$ cat src/rtl/map_renderer.sv
// map_renderer: draws an 8x8 minesweeper board as 4x4-pixel cells.
// A start pulse in IDLE takes a snapshot of the four maps and lose.
// The block then streams the 1024 pixels of the frame to a pixel sink
// that uses a valid/ready handshake.
//
// Ports:
//   clk, reset            clock and synchronous active-high reset
//   start                 frame request; sampled only in IDLE
//   MMin_map/FM_map/
//   SM_map/PM_map         mine, flag, step and cursor maps; bit i is cell i
//   lose                  game-lost flag
//   plot_ready            sink accepts the current pixel
//   x, y, colour, plot    pixel coordinate, {R,G,B} colour and valid
//   busy                  high while a frame is in progress
//   done                  one-cycle end-of-frame pulse
module map_renderer #(
  parameter int unsigned X_ORIGIN = 0,
  parameter int unsigned Y_ORIGIN = 0
) (
  input  logic        clk,
  input  logic        reset,
  input  logic        start,
  input  logic [63:0] MMin_map,
  input  logic [63:0] FM_map,
  input  logic [63:0] SM_map,
  input  logic [63:0] PM_map,
  input  logic        lose,
  input  logic        plot_ready,
  output logic [7:0]  x,
  output logic [6:0]  y,
  output logic [2:0]  colour,
  output logic        plot,
  output logic        busy,
  output logic        done
);

  localparam logic [1:0] StIdle = 2'd0;
  localparam logic [1:0] StCell = 2'd1;
  localparam logic [1:0] StDraw = 2'd2;
  localparam logic [1:0] StDone = 2'd3;

  logic [1:0]  state_q, state_d;
  logic [5:0]  idx_q, idx_d;
  logic [3:0]  p_q, p_d;
  logic [63:0] mm_q, fm_q, sm_q, pm_q;
  logic        lose_q;
  logic [2:0]  cell_col_q, cell_col_d;
  logic        snap;

  logic [2:0] row, col;
  logic [3:0] nb_cnt;

  assign row = idx_q[5:3];
  assign col = idx_q[2:0];

  // Mines among the in-range neighbours. Rows and columns are bounded
  // separately, so there is no wrap from column 7 into column 0.
  always_comb begin
    nb_cnt = '0;
    for (int dr = -1; dr <= 1; dr++) begin
      for (int dc = -1; dc <= 1; dc++) begin
        if (!(dr == 0 && dc == 0) &&
            (int'(row) + dr >= 0) && (int'(row) + dr <= 7) &&
            (int'(col) + dc >= 0) && (int'(col) + dc <= 7)) begin
          nb_cnt = nb_cnt + 4'(mm_q[6'((int'(row) + dr) * 8 + int'(col) + dc)]);
        end
      end
    end
  end

  // Cell colour, first match wins.
  always_comb begin
    cell_col_d = 3'b000;
    if (pm_q[idx_q]) begin
      cell_col_d = 3'b110;
    end else if (lose_q && mm_q[idx_q]) begin
      cell_col_d = 3'b100;
    end else if (fm_q[idx_q]) begin
      cell_col_d = 3'b101;
    end else if (sm_q[idx_q]) begin
      case (nb_cnt)
        4'd0:    cell_col_d = 3'b111;
        4'd1:    cell_col_d = 3'b001;
        4'd2:    cell_col_d = 3'b010;
        default: cell_col_d = 3'b011;
      endcase
    end
  end

  // Next-state logic.
  always_comb begin
    state_d = state_q;
    idx_d   = idx_q;
    p_d     = p_q;
    snap    = 1'b0;
    case (state_q)
      StIdle: begin
        if (start) begin
          snap    = 1'b1;
          idx_d   = '0;
          state_d = StCell;
        end
      end
      StCell: begin
        p_d     = '0;
        state_d = StDraw;
      end
      StDraw: begin
        if (plot_ready) begin
          if (p_q == 4'd15) begin
            if (idx_q == 6'd63) begin
              state_d = StDone;
            end else begin
              idx_d   = idx_q + 6'd1;
              state_d = StCell;
            end
          end else begin
            p_d = p_q + 4'd1;
          end
        end
      end
      default: state_d = StIdle;
    endcase
  end

  always_ff @(posedge clk) begin
    if (reset) begin
      state_q    <= StIdle;
      idx_q      <= '0;
      p_q        <= '0;
      mm_q       <= '0;
      fm_q       <= '0;
      sm_q       <= '0;
      pm_q       <= '0;
      lose_q     <= 1'b0;
      cell_col_q <= '0;
    end else begin
      state_q <= state_d;
      idx_q   <= idx_d;
      p_q     <= p_d;
      if (snap) begin
        mm_q   <= MMin_map;
        fm_q   <= FM_map;
        sm_q   <= SM_map;
        pm_q   <= PM_map;
        lose_q <= lose;
      end
      if (state_q == StCell) begin
        cell_col_q <= cell_col_d;
      end
    end
  end

  // Outputs depend only on registers. p does not move while the sink
  // stalls, so the pixel holds until it is accepted.
  always_comb begin
    plot   = (state_q == StDraw);
    busy   = (state_q != StIdle);
    done   = (state_q == StDone);
    x      = '0;
    y      = '0;
    colour = '0;
    if (plot) begin
      x      = 8'(X_ORIGIN) + {3'b000, col, 2'b00} + {6'b0, p_q[1:0]};
      y      = 7'(Y_ORIGIN) + {2'b00, row, 2'b00} + {5'b0, p_q[3:2]};
      colour = cell_col_q;
    end
  end

endmodule

$ cat config.mk
export PLATFORM = sky130hd
export DESIGN_NAME = map_renderer
export DESIGN_NICKNAME = d
export VERILOG_FILES = /design/src/rtl/map_renderer.sv
export SDC_FILE = /design/constraint.sdc
export NUM_CORES = 1
export LEC_CHECK = 0
export ABC_AREA = 1
export ABC_CLOCK_PERIOD_IN_PS = 12850
export CAP_MARGIN = 20
export CORE_MARGIN = 10
export CORE_UTILIZATION = 50
export DETAILED_ROUTE_END_ITERATION = 12
export DONT_BUFFER_PORTS = 1
export SLEW_MARGIN = 20
export SYNTH_ARGS = -nofsm -noshare
export SYNTH_HDL_FRONTEND = slang
export SYNTH_SLANG_ARGS = --single-unit
$ cat constraint.sdc
create_clock -name clk -period 12.85 [get_ports clk]
set_input_delay 2.57 -clock clk [delete_from_list [all_inputs] [get_ports clk]]
set_output_delay 2.57 -clock clk [all_outputs]
set_load 0.005 [all_outputs]
Word-level counts from Yosys, hierarchy flattened
Index checks and enable logic that the tools add are counted.
{"block": "totals", "reg_bits": 272, "in_bits": 261, "output_inout_bits": 21, "word_cells": 157}
{"block": "classes", "add_sub_neg": 24, "order_cmp": 21, "eq_ne": 12, "muxes": 63, "reduce_logical": 28}
{"op": "1-bit binary-select mux with 6-bit select", "count": 12}
{"op": "6-bit by 8-bit < comparator with 1-bit output (second input constant)", "count": 8}
{"op": "6-bit by 1-bit adder with 6-bit output (second input constant)", "count": 6}
{"op": "4-bit two-way mux", "count": 9}
{"op": "6-bit two-way mux", "count": 6}
{"op": "32-bit by 1-bit greater-or-equal comparator with 1-bit output (second input constant)", "count": 1}
{"op": "4-bit by 1-bit adder with 4-bit output", "count": 6}
{"op": "1-bit two-way mux", "count": 23}
{"op": "1-bit logical AND", "count": 20}
{"op": "3-bit two-way mux", "count": 5}
{"op": "5-bit by 2-bit adder with 6-bit output", "count": 2}
{"op": "6-bit by 3-bit adder with 6-bit output", "count": 2}
{"op": "6-bit case mux with 2 select lines", "count": 1}
{"op": "4-bit by 1-bit adder with 5-bit output (second input constant)", "count": 2}
{"op": "5-bit by 1-bit greater-or-equal comparator with 1-bit output (second input constant)", "count": 2}
{"op": "5-bit by 4-bit less-or-equal comparator with 1-bit output (second input constant)", "count": 2}
{"op": "3-bit case mux with 3 select lines", "count": 1}
{"op": "3-bit by 1-bit adder with 4-bit output (second input constant)", "count": 2}
{"op": "4-bit by 3-bit less-or-equal comparator with 1-bit output (second input constant)", "count": 2}
{"op": "2-bit two-way mux", "count": 4}
{"op": "2-bit inequality test (second input constant)", "count": 4}
{"op": "4-bit case mux with 2 select lines", "count": 1}
{"op": "6-bit by 7-bit < comparator with 1-bit output (second input constant)", "count": 1}
{"op": "6-bit by 2-bit adder with 6-bit output (second input constant)", "count": 1}
{"op": "other kinds (19)", "count": 25}

Logic depth before layout (Yosys ltp)
Gate-level depths: netlist of run 1.
{"block": "depth", "ltp_word": 27, "mapped_depth": 47, "mapped_depth_nobuf": 42}

Least setup slack after synthesis of run 1
Ideal clock, no wire load.
{"block": "synth_timing", "path_kind": "register to register", "start": "register idx_q[0]", "end": "register cell_col_q[0]", "setup_ns": 0.112, "t_arrival_ns": 6.851, "required_ns": 12.738, "path_slack_ns": 5.887, "stages_incl_launch_ff": 48, "path_buffers": 6, "period_less_slack_ns": 6.963, "path_cell_list": "dfxtp_1 > buf_6 > inv_2 > buf_2 > buf_2 > buf_1 > ha_1 > buf_2 > inv_1 > buf_2 > nand3_1 > nand3_1 > nand3_1 > nand3_1 > nand3_1 > nand3_1 > inv_1 > ha_1 > [12 not listed] > inv_1 > ha_1 > or2_2 > nand2_2 > inv_1 > ha_1 > or2_2 > a21boi_2 > ha_1 > nand3_1 > xor2_1 > nand2_1 > nor2_2 > nand3_1 > nand2_1 > nand2_1 > nand2_1 > nand2_1"}
{"block": "synth_via", "elab_chain_cells": 26, "elab_cells_between_ends": 89, "classes_between": "add/sub: 18; order compare: 6; eq/ne: 2; mux: 45; reduce/logical: 18"}
{"item": "from (decl)", "line_no": "43", "source": "logic [5:0] idx_q, idx_d;"}
{"item": "from (signal assigned)", "line_no": "139", "source": "idx_q <= idx_d;"}
{"item": "6-bit by 4-bit adder with 6-bit output", "line_no": "65", "source": "nb_cnt = nb_cnt + 4'(mm_q[6'((int'(row) + dr) * 8 + int'(col) + dc)]);"}
{"item": "6-bit by 1-bit adder with 6-bit output", "line_no": "65"}
{"item": "1-bit binary-select mux with 6-bit select", "line_no": "65"}
{"item": "1-bit two-way mux (implied by the code) (2 in a row)", "line_no": "65"}
{"item": "1-bit two-way mux", "line_no": "62", "source": "if (!(dr == 0 && dc == 0) &&"}
{"item": "1-bit by 1-bit adder with 2-bit output", "line_no": "65"}
{"item": "4-bit two-way mux", "line_no": "62"}
{"item": "4-bit by 1-bit adder with 4-bit output", "line_no": "65"}
{"item": "[9 not listed]"}
{"item": "4-bit by 1-bit adder with 4-bit output", "line_no": "65"}
{"item": "4-bit two-way mux", "line_no": "62"}
{"item": "4-bit by 2-bit == test with 1-bit output, or another cell as far along", "line_no": "81", "source": "case (nb_cnt)"}
{"item": "3-bit case mux with 3 select lines", "line_no": "81"}
{"item": "3-bit two-way mux", "line_no": "80", "source": "end else if (sm_q[idx_q]) begin"}
{"item": "3-bit two-way mux", "line_no": "78", "source": "end else if (fm_q[idx_q]) begin"}
{"item": "3-bit two-way mux", "line_no": "76", "source": "end else if (lose_q && mm_q[idx_q]) begin"}
{"item": "3-bit two-way mux (*)", "line_no": "74", "source": "if (pm_q[idx_q]) begin"}
{"item": "to (signal assigned)", "line_no": "149", "source": "cell_col_q <= cell_col_d;"}
{"item": "to (decl)", "line_no": "47", "source": "logic [2:0] cell_col_q, cell_col_d;"}
Every way passes the cells marked *; elsewhere a longest branch is shown, timed or not. The select of a mux whose other input is x is not followed.
A chain may end at the register's enable or synchronous reset.

Worst setup path after layout of run 1
Same ends and word-level chain as after synthesis.

==> metrics.md, run 1 <==
| Metric | Value |
|---|---|
| Top cells by area, synth | `dfxtp_1, nor2_1, o21ai_0` |
| Crit path kind | `reg2reg` |
| Mapped Cells | `between 2,000 and 2,500` |
| Post-route ant nets | `0` |
| P&R area growth vs syn | `6.67%` |
| Worst Path Arrival | `approximately 8.8 ns` |
| Data required, critical path | `~13 ns` |
| Share of cells above drive strength 1 | `4.97%` |
| LEAKAGE | `6.48 nW` |
| DR vias/cell | `approximately 5.7` |
| DR WL/cell | `19.2 um` |
| Fillers | `2,856` |
| DIE WIDTH | `189 um` |
| Worst path top cell family by delay | `simple AND/OR/NAND/NOR gates` |
| First-pass GRT wire length | `75.1 mm` |
| Crit path max fanout | `78` |
| Synth Cell Area | `around 14,000 um2` |
| Die area | `between 30,000 and 40,000 um2` |
| #FFs+latches synth | `272` |
| Total GRT Usage | `25.6%` |
| Crit share post-route | `~65%` |
| Final Hold Vio Count | `0` |
| Drt first pass iters | `8` |
| Startpoint class of the critical path | `flop` |
| CTS tree | `done` |
| Max Root-Sink Buffers | `3` |
| Initial drt markers | `1,164` |
| Clock sink count | `272` |
| VDD IR-drop max | `0.000136 V` |
| Largest area contributor in the netlist | `dfxtp_1` |
| Max Slew Vio Count | `0` |
| Setup tns final | `0 ns` |
| DR vias | `14,100` |
| Nets@finish | `2,354` |
| H-tree depth | `1` |
| Port bufs | `0` |
| Yosys top cell area share | `38.2%` |
| Slowest stage delay, CP | `0.81 ns` |
| Die Ht | `189 um` |
| Setup-failing EPs final | `0` |
| Ys flop type | `dfxtp_1` |
| Hold_buf cts | `0` |
| # resized after CTS | `0` |
| Slowest cell on crit path | `inv_1` |
| Hold WC Path Type | `reg2reg` |
| Ys async rst share | `0%` |
| Row cnt | `just over 60` |
| Area post-placement | `14,200 um2` |
| Crit path buf inv count | `7` |
| Syn_area_per_cell | `6.52 um2` |
| Clk slew on worst S/H paths | `0.06 ns` |
| Clk_skew | `roughly 0.013 ns` |
| Post-route cell area | `15,200 um2` |
| Yosys Warn Count | `0` |
| # IOs | `282` |
| Min Tclk post-route | `8.31 ns` |
| Initial antenna violation count | `10` |
| CP Capture Type | `flop` |
| Peak Freq | `0.120 GHz` |
| Post-DP HPWL | `31.6 mm` |
| RSZ-0062 raised after global routing | `no` |
| Vias in the first global route | `roughly 14,000` |
| Pwr/cell area | `157 nW/um2` |
| Final hold slack | `roughly 0.45 ns` |
| GRT overflow | `0` |
| Total Power | `between 0.002 and 0.0025 W` |
| Max cap viols | `0` |
| Outcome | `completed` |
| Largest net degree at the start of global routing | `244` |
| Number of flops mapped to enable cells by yosys | `0` |
| Worst-Margin Slew | `1.11 ns` |
| Initial Util | `about half` |
| Core area | `27,900 um2` |
| Clock latency on the worst-skew pair | `~0.57 ns` |
| Yosys cell types | `50` |
| Seq/Total Area, Yosys | `38.2%` |
| Relative slew slack | `about a quarter` |
| Most used cell, CP | `ha_1` |
| DRC | `0` |
| Gpl congestion | `around 0.97` |
| Post-CTS Setup Inserts | `0` |
| CTS Root Cell | `clkbuf_16` |
| Total CTS buffers | `30` |
| WL final | `~48 mm` |
[synthesized netlist by cell type, types with 9 or more instances]
| master | count |
|---|---|
| nand3_1 | 171 |
| nor2_1 | 629 |
| a21oi_1 | 69 |
| a31oi_1 | 10 |
| a211oi_1 | 9 |
| o21ai_0 | 383 |
| xor2_1 | 11 |
| buf_2 | 20 |
| dfxtp_1 | 272 |
| o221ai_1 | 14 |
| nand2_1 | 234 |
| o22ai_1 | 27 |
| inv_2 | 11 |
| clkbuf_1 | 129 |
| inv_1 | 73 |
| o211ai_1 | 18 |
| ha_1 | 25 |
[per-layer routing]
metal | part of all wire, % | GRT usage, % | routed length (um) | up-vias
met3 | 7.4 | 6.04 | 3510 | 70
met5 | 0.057 | 0 | 27 | -
met1 | 46 | 33.9 | 21700 | 6551
li1 | - | - | - | 7029
met4 | 2.8 | 8.15 | 1330 | 4
met2 | 44 | 40.1 | 21000 | 468
[metrics by stage]
step	util (%)	instances	setup slack [ns]
after floorplan	-	2188	5.89
after global placement	50.8	2414	4.83
after detailed placement	50.8	2414	4.62
after CTS	54.3	2470	4.62
after global routing	54.3	2475	3.91
final	54.4	2478	4.54
[logic make-up (layout without fill, tap and decap cells)]
family | Yosys count | after routing | share of synthesized area, %
AO/OA/AOI/OAI | 552 | 552 | 21.1
XOR/XNOR | 12 | 12 | 0.738
adder cells (fa/ha/maj) | 25 | 25 | 2.20
buffers and inverters | 250 | 154 | 6.98
flip-flops | 272 | 272 | 38.2
other | 1 | 13 | 0.0263
AND/OR/NAND/NOR | 1072 | 1072 | 30.7
[power by group]
group          leakage (nW)  total, W  switching (W)  internal (W)
sequential             2.26  0.000971      0.0000478      0.000924
combinational          3.74  0.000569       0.000379      0.000191
clock                 0.478  0.000842       0.000358      0.000484
total                  6.48   0.00238       0.000785       0.00160
[cell type report]
| type | count | area (um2) | area share [%] |
|---|---|---|---|
| multi-input cells | 1666 | 7820 | 51.5 |
| flip-flops and latches | 272 | 5450 | 35.9 |
| clock buffers | 46 | 861 | 5.67 |
| well taps | 378 | 473 | 3.11 |
| inverters | 86 | 338 | 2.22 |
| clock inverters | 10 | 110 | 0.725 |
| repair buffers | 12 | 110 | 0.725 |
| diodes | 8 | 20.0 | 0.132 |
[worst reg2reg max path: cells and delay by family (launching register included)]
| kind | cells | cell delay, ns |
|---|---|---|
| adders and majority gates | 9 | 2.63 |
| and+or+nand+nor | 21 | 2.61 |
| buffers and inverters | 7 | 1.96 |
| AOI/OAI and AO/OA | 3 | 0.54 |
| DFF | 1 | 0.48 |
[flip-flops by register name, indices dropped and copies added, names as in the netlist]
name        flops
pm_q           64
cell_col_q      3
sm_q           64
state_q         2
lose_q          1
fm_q           64
mm_q           64
idx_q           6
p_q             4
[worst paths after layout]
check / start / to / slack, ns / cells past startpoint
setup / recovery: idx_q[0] / cell_col_q[0] / 4.54 / 40
hold / removal: pm_q[7] / pm_q[7] / 0.45 / 2
setup reg to reg: idx_q[0] / cell_col_q[0] / 4.54 / 40
hold reg to reg: pm_q[7] / pm_q[7] / 0.45 / 2
[cells in the final DEF, fill, tap and decap left out, types with 7 or more instances in the layout]
cell type  netlist  final
nor2_1         629    627
o21ai_0        383    383
dfxtp_1        272    269
nand2_1        234    234
nand3_1        171    171
inv_1           73     72
a21oi_1         69     69
clkbuf_16        0     30
o22ai_1         27     27
ha_1            25     25
o211ai_1        18     18
o221ai_1        14     14
xor2_1          11     11
clkbuf_1       129     11
inv_2           11     10
a31oi_1         10     10
a211oi_1         9      9
buf_4            6      9
diode_2          0      8
nand2_2          7      7
Power figures use the tool's default switching activity.
==> inputs of run 2 (changes only) <==
Settings changed: ABC_CLOCK_PERIOD_IN_PS 12850 to 8000.
Clock period 12.85 ns to 8 ns, I/O delays scaled along.
==> metrics.md, run 2 (synthesized netlist as in run 1, its figures left out) <==
| Metric | Value |
|---|---|
| Port bufs | `0` |
| Post-CTS Setup Inserts | `0` |
| Total GRT Usage | `about a quarter` |
| Most used cell, CP | `nand2_1` |
| CP Capture Type | `flop` |
| Area post-placement | `14,200 um2` |
| Die Ht | `approximately 190 um` |
| Post-route ant nets | `0` |
| Worst-Margin Slew | `0.988 ns` |
| Slowest stage delay, CP | `0.65 ns` |
| DR vias/cell | `5.66` |
| Crit path buf inv count | `4` |
| Sequential Power Share | `40.9%` |
| Max cap viols | `0` |
| Final Hold Vio Count | `0` |
| # IOs | `282` |
| Fillers | `2,871` |
| Clock sink count | `~270` |
| DRC | `0` |
| CTS tree | `done` |
| Largest net degree at the start of global routing | `188` |
| Multi-input logic area | `~7800 um2` |
| Data required, critical path | `8.46 ns` |
| Nets@finish | `2,360` |
| Row cnt | `61` |
| Min Tclk post-route | `7.27 ns` |
| Most frequent cells in the layout | `nor2_1, o21ai_0, dfxtp_1` |
| Switching Fraction | `between 30% and 40%` |
| Die area | `35,600 um2` |
| Setup tns final | `0 ns` |
| Relative slew slack | `33.4%` |
| Seq. cell area | `5450 um2` |
| Slowest cell on crit path | `buf_4` |
| VDD IR-drop max | `between 0.0002 and 0.00025 V` |
| Internal Pwr Total | `0.00256 W` |
| Crit path from | `idx_q[1]` |
| RR Endpoint | `cell_col_q[0]` |
| Hold_buf cts | `0` |
| WL final | `46.7 mm` |
| Post-route cell area | `15,200 um2` |
| DR vias | `14,000` |
| Peak Freq | `0.138 GHz` |
| Combinational share of power | `24.2%` |
| R2r worst-path depth | `38` |
| CP endpoint | `cell_col_q[0]` |
| Core area | `~28,000 um2` |
| Vias in the first global route | `13,500` |
| Stages on worst setup path | `38` |
| Max Root-Sink Buffers | `3` |
| Commonest non-fill, non-tap cell in the layout | `nor2_1` |
| Crit path max fanout | `67` |
| Max Slew Vio Count | `0` |
| Post-DP HPWL | `approximately 30 mm` |
| Outcome | `completed` |
| Clk_skew | `roughly 0.0074 ns` |
| Clock latency on the worst-skew pair | `around 0.57 ns` |
| CTS Root Cell | `clkbuf_16` |
| # resized after CTS | `0` |
| Setup-failing EPs final | `0` |
| Drt first pass iters | `5` |
| Clock power share | `34.8%` |
| Hold WC Path Type | `reg2reg` |
| Gpl congestion | `0.947` |
| Startpoint class of the critical path | `flop` |
| RSZ-0062 raised after global routing | `no` |
| Initial Util | `about half` |
| Crit path kind | `reg2reg` |
| Total CTS buffers | `30` |
| Net Sw Power | `around 0.0012 W` |
| FF-to-FF Start | `idx_q[1]` |
| Dpl ws | `0.713 ns` |
| H-tree depth | `1` |
| Crit share post-route | `90.8%` |
| DIE WIDTH | `189 um` |
| Initial antenna violation count | `5` |
| Clk slew on worst S/H paths | `0.06 ns` |
| Initial drt markers | `1,309` |
| Worst path top cell family by delay | `adder cells` |
| DR WL/cell | `18.9 um` |
| First-pass GRT wire length | `~73 mm` |
| R2R Setup Slk | `0.73 ns` |
| P&R area growth vs syn | `6.84%` |
| Pwr/cell area | `between 200 and 300 nW/um2` |
| Worst setup margin | `0.733 ns` |
| Worst Path Arrival | `7.73 ns` |
| Share of cells above drive strength 1 | `under 10%` |
| GRT overflow | `0` |
| LEAKAGE | `around 6.5 nW` |
-- run 2: changes by cell type in the layout (fill, tap and decap cells not counted), moves of 3 or more --
cell,previous run,this run
buf_4,9,14
clkbuf_8,5,8
clkinv_2,6,3
diode_2,8,2
-- run 2: metrics by stage --
step / power, W / instances / util, % / hold WS, ns
final: 0.00380 / 2475 / 54.5 / 0.451
after global routing: 0.00403 / 2474 / 54.4 / 0.478
after CTS: 0.00382 / 2473 / 54.4 / 0.448
after detailed placement: 0.00249 / 2420 / 51.0 / 0.439
after global placement: 0.00248 / 2420 / 51.0 / 0.436
after floorplan: 0.00226 / 2188 / - / 0.424
-- run 2: cell type report --
cell class | count | area share [%]
inverter | 86 | 2.22
tap | 378 | 3.11
sequential | 272 | 35.8
clock buffer | 48 | 5.91
antenna | 2 | 0.0329
multi-input combinational | 1666 | 51.4
timing repair buffer | 18 | 1.10
clock inverter | 5 | 0.354
-- run 2: how the worst min path moves through the flow --
stage | start | end | slack [ns] | cells past startpoint
floorplan | pm_q[0] | pm_q[0] | 0.42 | 2
global placement | pm_q[0] | pm_q[0] | 0.44 | 2
detailed placement | pm_q[0] | pm_q[0] | 0.44 | 2
CTS | pm_q[0] | pm_q[0] | 0.45 | 2
global route | pm_q[0] | pm_q[0] | 0.48 | 2
finish | pm_q[0] | pm_q[0] | 0.45 | 2
-- run 2: power by group through the flow --
stage	combinational, W	sequential [W]	clock (W)
final	0.000921	0.00156	0.00133
after global routing	0.00105	0.00157	0.00141
after CTS	0.000917	0.00156	0.00135
after detailed placement	0.000912	0.00158	0
after global placement	0.000897	0.00158	0
after floorplan	0.000702	0.00156	0
-- run 2: metal layers --
layer / vias to the layer above / GRT usage (%) / wire length (um) / part of all wire, %
li1: 7024 / - / - / -
met1: 6424 / 33.0 / 21000 / 45
met2: 470 / 39.0 / 20700 / 44
met3: 76 / 5.58 / 3510 / 7.5
met4: 6 / 7.78 / 1400 / 3.0
met5: - / 0 / 41 / 0.088
-- run 2: tightest hold or removal path, cell delays in order, from the launching register on --
cell and delay, ns:
dfxtp_1 0.30, inv_1 0.06, a21oi_1 0.05
==> inputs of run 3 (changes only) <==
Settings changed: ABC_CLOCK_PERIOD_IN_PS 8000 to 6500, PLACE_DENSITY from default to 0.68.
Clock period 8 ns to 6.5 ns, I/O delays scaled along.
==> metrics.md, run 3 (synthesized netlist as in run 1, its figures left out) <==
| Metric | Value |
|---|---|
| Outcome | `completed` |
| Slowest stage delay, CP | `0.42 ns` |
| Worst setup margin | `0.281 ns` |
| CTS tree | `done` |
| DIE WIDTH | `about 190 um` |
| Setup-failing EPs final | `0` |
| Dpl cells | `2,464` |
| Clock latency on the worst-skew pair | `between 0.5 and 0.6 ns` |
| Total CTS buffers | `30` |
| Die Ht | `189 um` |
| Vias in the first global route | `13,800` |
| Worst-Margin Slew | `1.10 ns` |
| Drt first pass iters | `8` |
| Post-DP HPWL | `33.4 mm` |
| GRT overflow | `0` |
| LEAKAGE | `6.96 nW` |
| Commonest non-fill, non-tap cell in the layout | `nor2_1` |
| WL final | `49.1 mm` |
| Relative slew slack | `26.4%` |
| # IOs | `282` |
| Max cap viols | `0` |
| Nets@finish | `2,423` |
| Initial drt markers | `1,383` |
| DR vias/cell | `5.74` |
| Total GRT Usage | `~26%` |
| DRC | `0` |
| Port bufs | `0` |
| Max Root-Sink Buffers | `3` |
| Fillers | `2,688` |
| Most used cell, CP | `nand2_2` |
| P&R area growth vs syn | `14.3%` |
| Data required, critical path | `6.98 ns` |
| Crit path kind | `reg2reg` |
| Post-route ant nets | `0` |
| Startpoint class of the critical path | `flop` |
| Initial antenna violation count | `7` |
| Final Hold Vio Count | `0` |
| DR WL/cell | `a little under 20 um` |
| Die area | `35,600 um2` |
| Crit share post-route | `between 90% and 100%` |
| Hold_buf cts | `0` |
| Max Slew Vio Count | `0` |
| Clk slew on worst S/H paths | `0.06 ns` |
| Largest net degree at the start of global routing | `199` |
| Pwr/cell area | `305 nW/um2` |
| Min Tclk post-route | `approximately 6.2 ns` |
| Dpl ws | `-0.0377 ns` |
| Initial Util | `51.0%` |
| Gpl congestion | `0.968` |
| Crit path max fanout | `8` |
| Clk_skew | `0.0297 ns` |
| CTS Root Cell | `clkbuf_16` |
| Non-filler instance count after layout | `2,541` |
| Worst Path Arrival | `6.69 ns` |
| Share of cells above drive strength 1 | `10.7%` |
| CP Capture Type | `flop` |
| First-pass GRT wire length | `approximately 75 mm` |
| Slowest cell on crit path | `dfxtp_4` |
| Row cnt | `between 60 and 70` |
| Setup tns final | `0 ns` |
| DR vias | `between 10,000 and 15,000` |
| Core area | `27,900 um2` |
| Most frequent cells in the layout | `nor2_1, o21ai_0, dfxtp_1` |
| Final Core Density | `58.2%` |
| H-tree depth | `1` |
| VDD IR-drop max | `0.000226 V` |
| Clock sink count | `272` |
| Peak Freq | `0.161 GHz` |
| Hold WC Path Type | `reg2reg` |
run 3: changes by cell type in the layout (fill, tap and decap cells not counted), sizes merged:
| cell | delta |
|---|---|
| clkinvlp | +1 |
| bufinv | +1 |
| diode | +3 |
| inv | -1 |
| clkinv | +6 |
| clkbuf | -2 |
| buf | +58 |
run 3: stage by stage:
stage | hold WS [ns] | instance area [um2] | total power [W]
3_5_place_dp | 0.447 | 14600 | 0.00314
2_1_floorplan | 0.424 | 14300 | 0.00280
3_3_place_gp | 0.439 | 14600 | 0.00312
6_report | 0.456 | 16300 | 0.00497
4_1_cts | 0.456 | 15700 | 0.00484
5_1_grt | 0.467 | 16300 | 0.00523
run 3: final cells by class:
type / instances / area (um2) / area share, %
multi-input cells: 1666 / 8150 / 50.1
flip-flops and latches: 272 / 5450 / 33.5
clock buffers: 41 / 883 / 5.43
repair buffers: 81 / 806 / 4.95
well taps: 378 / 473 / 2.91
inverters: 86 / 363 / 2.23
clock inverters: 12 / 128 / 0.784
diodes: 5 / 12.5 / 0.0769
run 3: layer usage:
layer / vias up / global-route usage (%) / routed length [um]
li1: 7164 / - / -
met1: 6740 / 32.4 / 20700
met2: 586 / 42.2 / 22800
met3: 91 / 6.19 / 4250
met4: 6 / 6.96 / 1270
met5: - / 0 / 45
run 3: worst max-delay path, delay by kind of cell, from the launching register on:
kind / cells / cell delay (ns)
AND/OR/NAND/NOR: 18 / 2.11
flip-flops: 1 / 0.42
XOR/XNOR: 1 / 0.15
adder cells (fa/ha/maj): 8 / 1.81
buffers and inverters: 5 / 0.48
AO/OA/AOI/OAI: 7 / 1.11
run 3: where the power goes:
group          switching, W  leakage [nW]  internal [W]  total [W]
clock              0.000714         0.498      0.000993    0.00171
combinational      0.000828          4.21      0.000511    0.00134
sequential        0.0000958          2.26       0.00183    0.00192
run 3: worst paths after layout:
check             startpoint             to  cells past startpoint  slack [ns]
setup / recovery    idx_q[0]  cell_col_q[1]                     39        0.28
hold / removal       pm_q[7]        pm_q[7]                      2        0.46
setup reg to reg    idx_q[0]  cell_col_q[1]                     39        0.28
hold reg to reg      pm_q[7]        pm_q[7]                      2        0.46
run 3: repair_timing:
item,CTS,global route
resized for setup,6,68
pin swaps,0,26
endpoints found under the setup margin,3,3
setup buffers,1,13
cloned,0,5
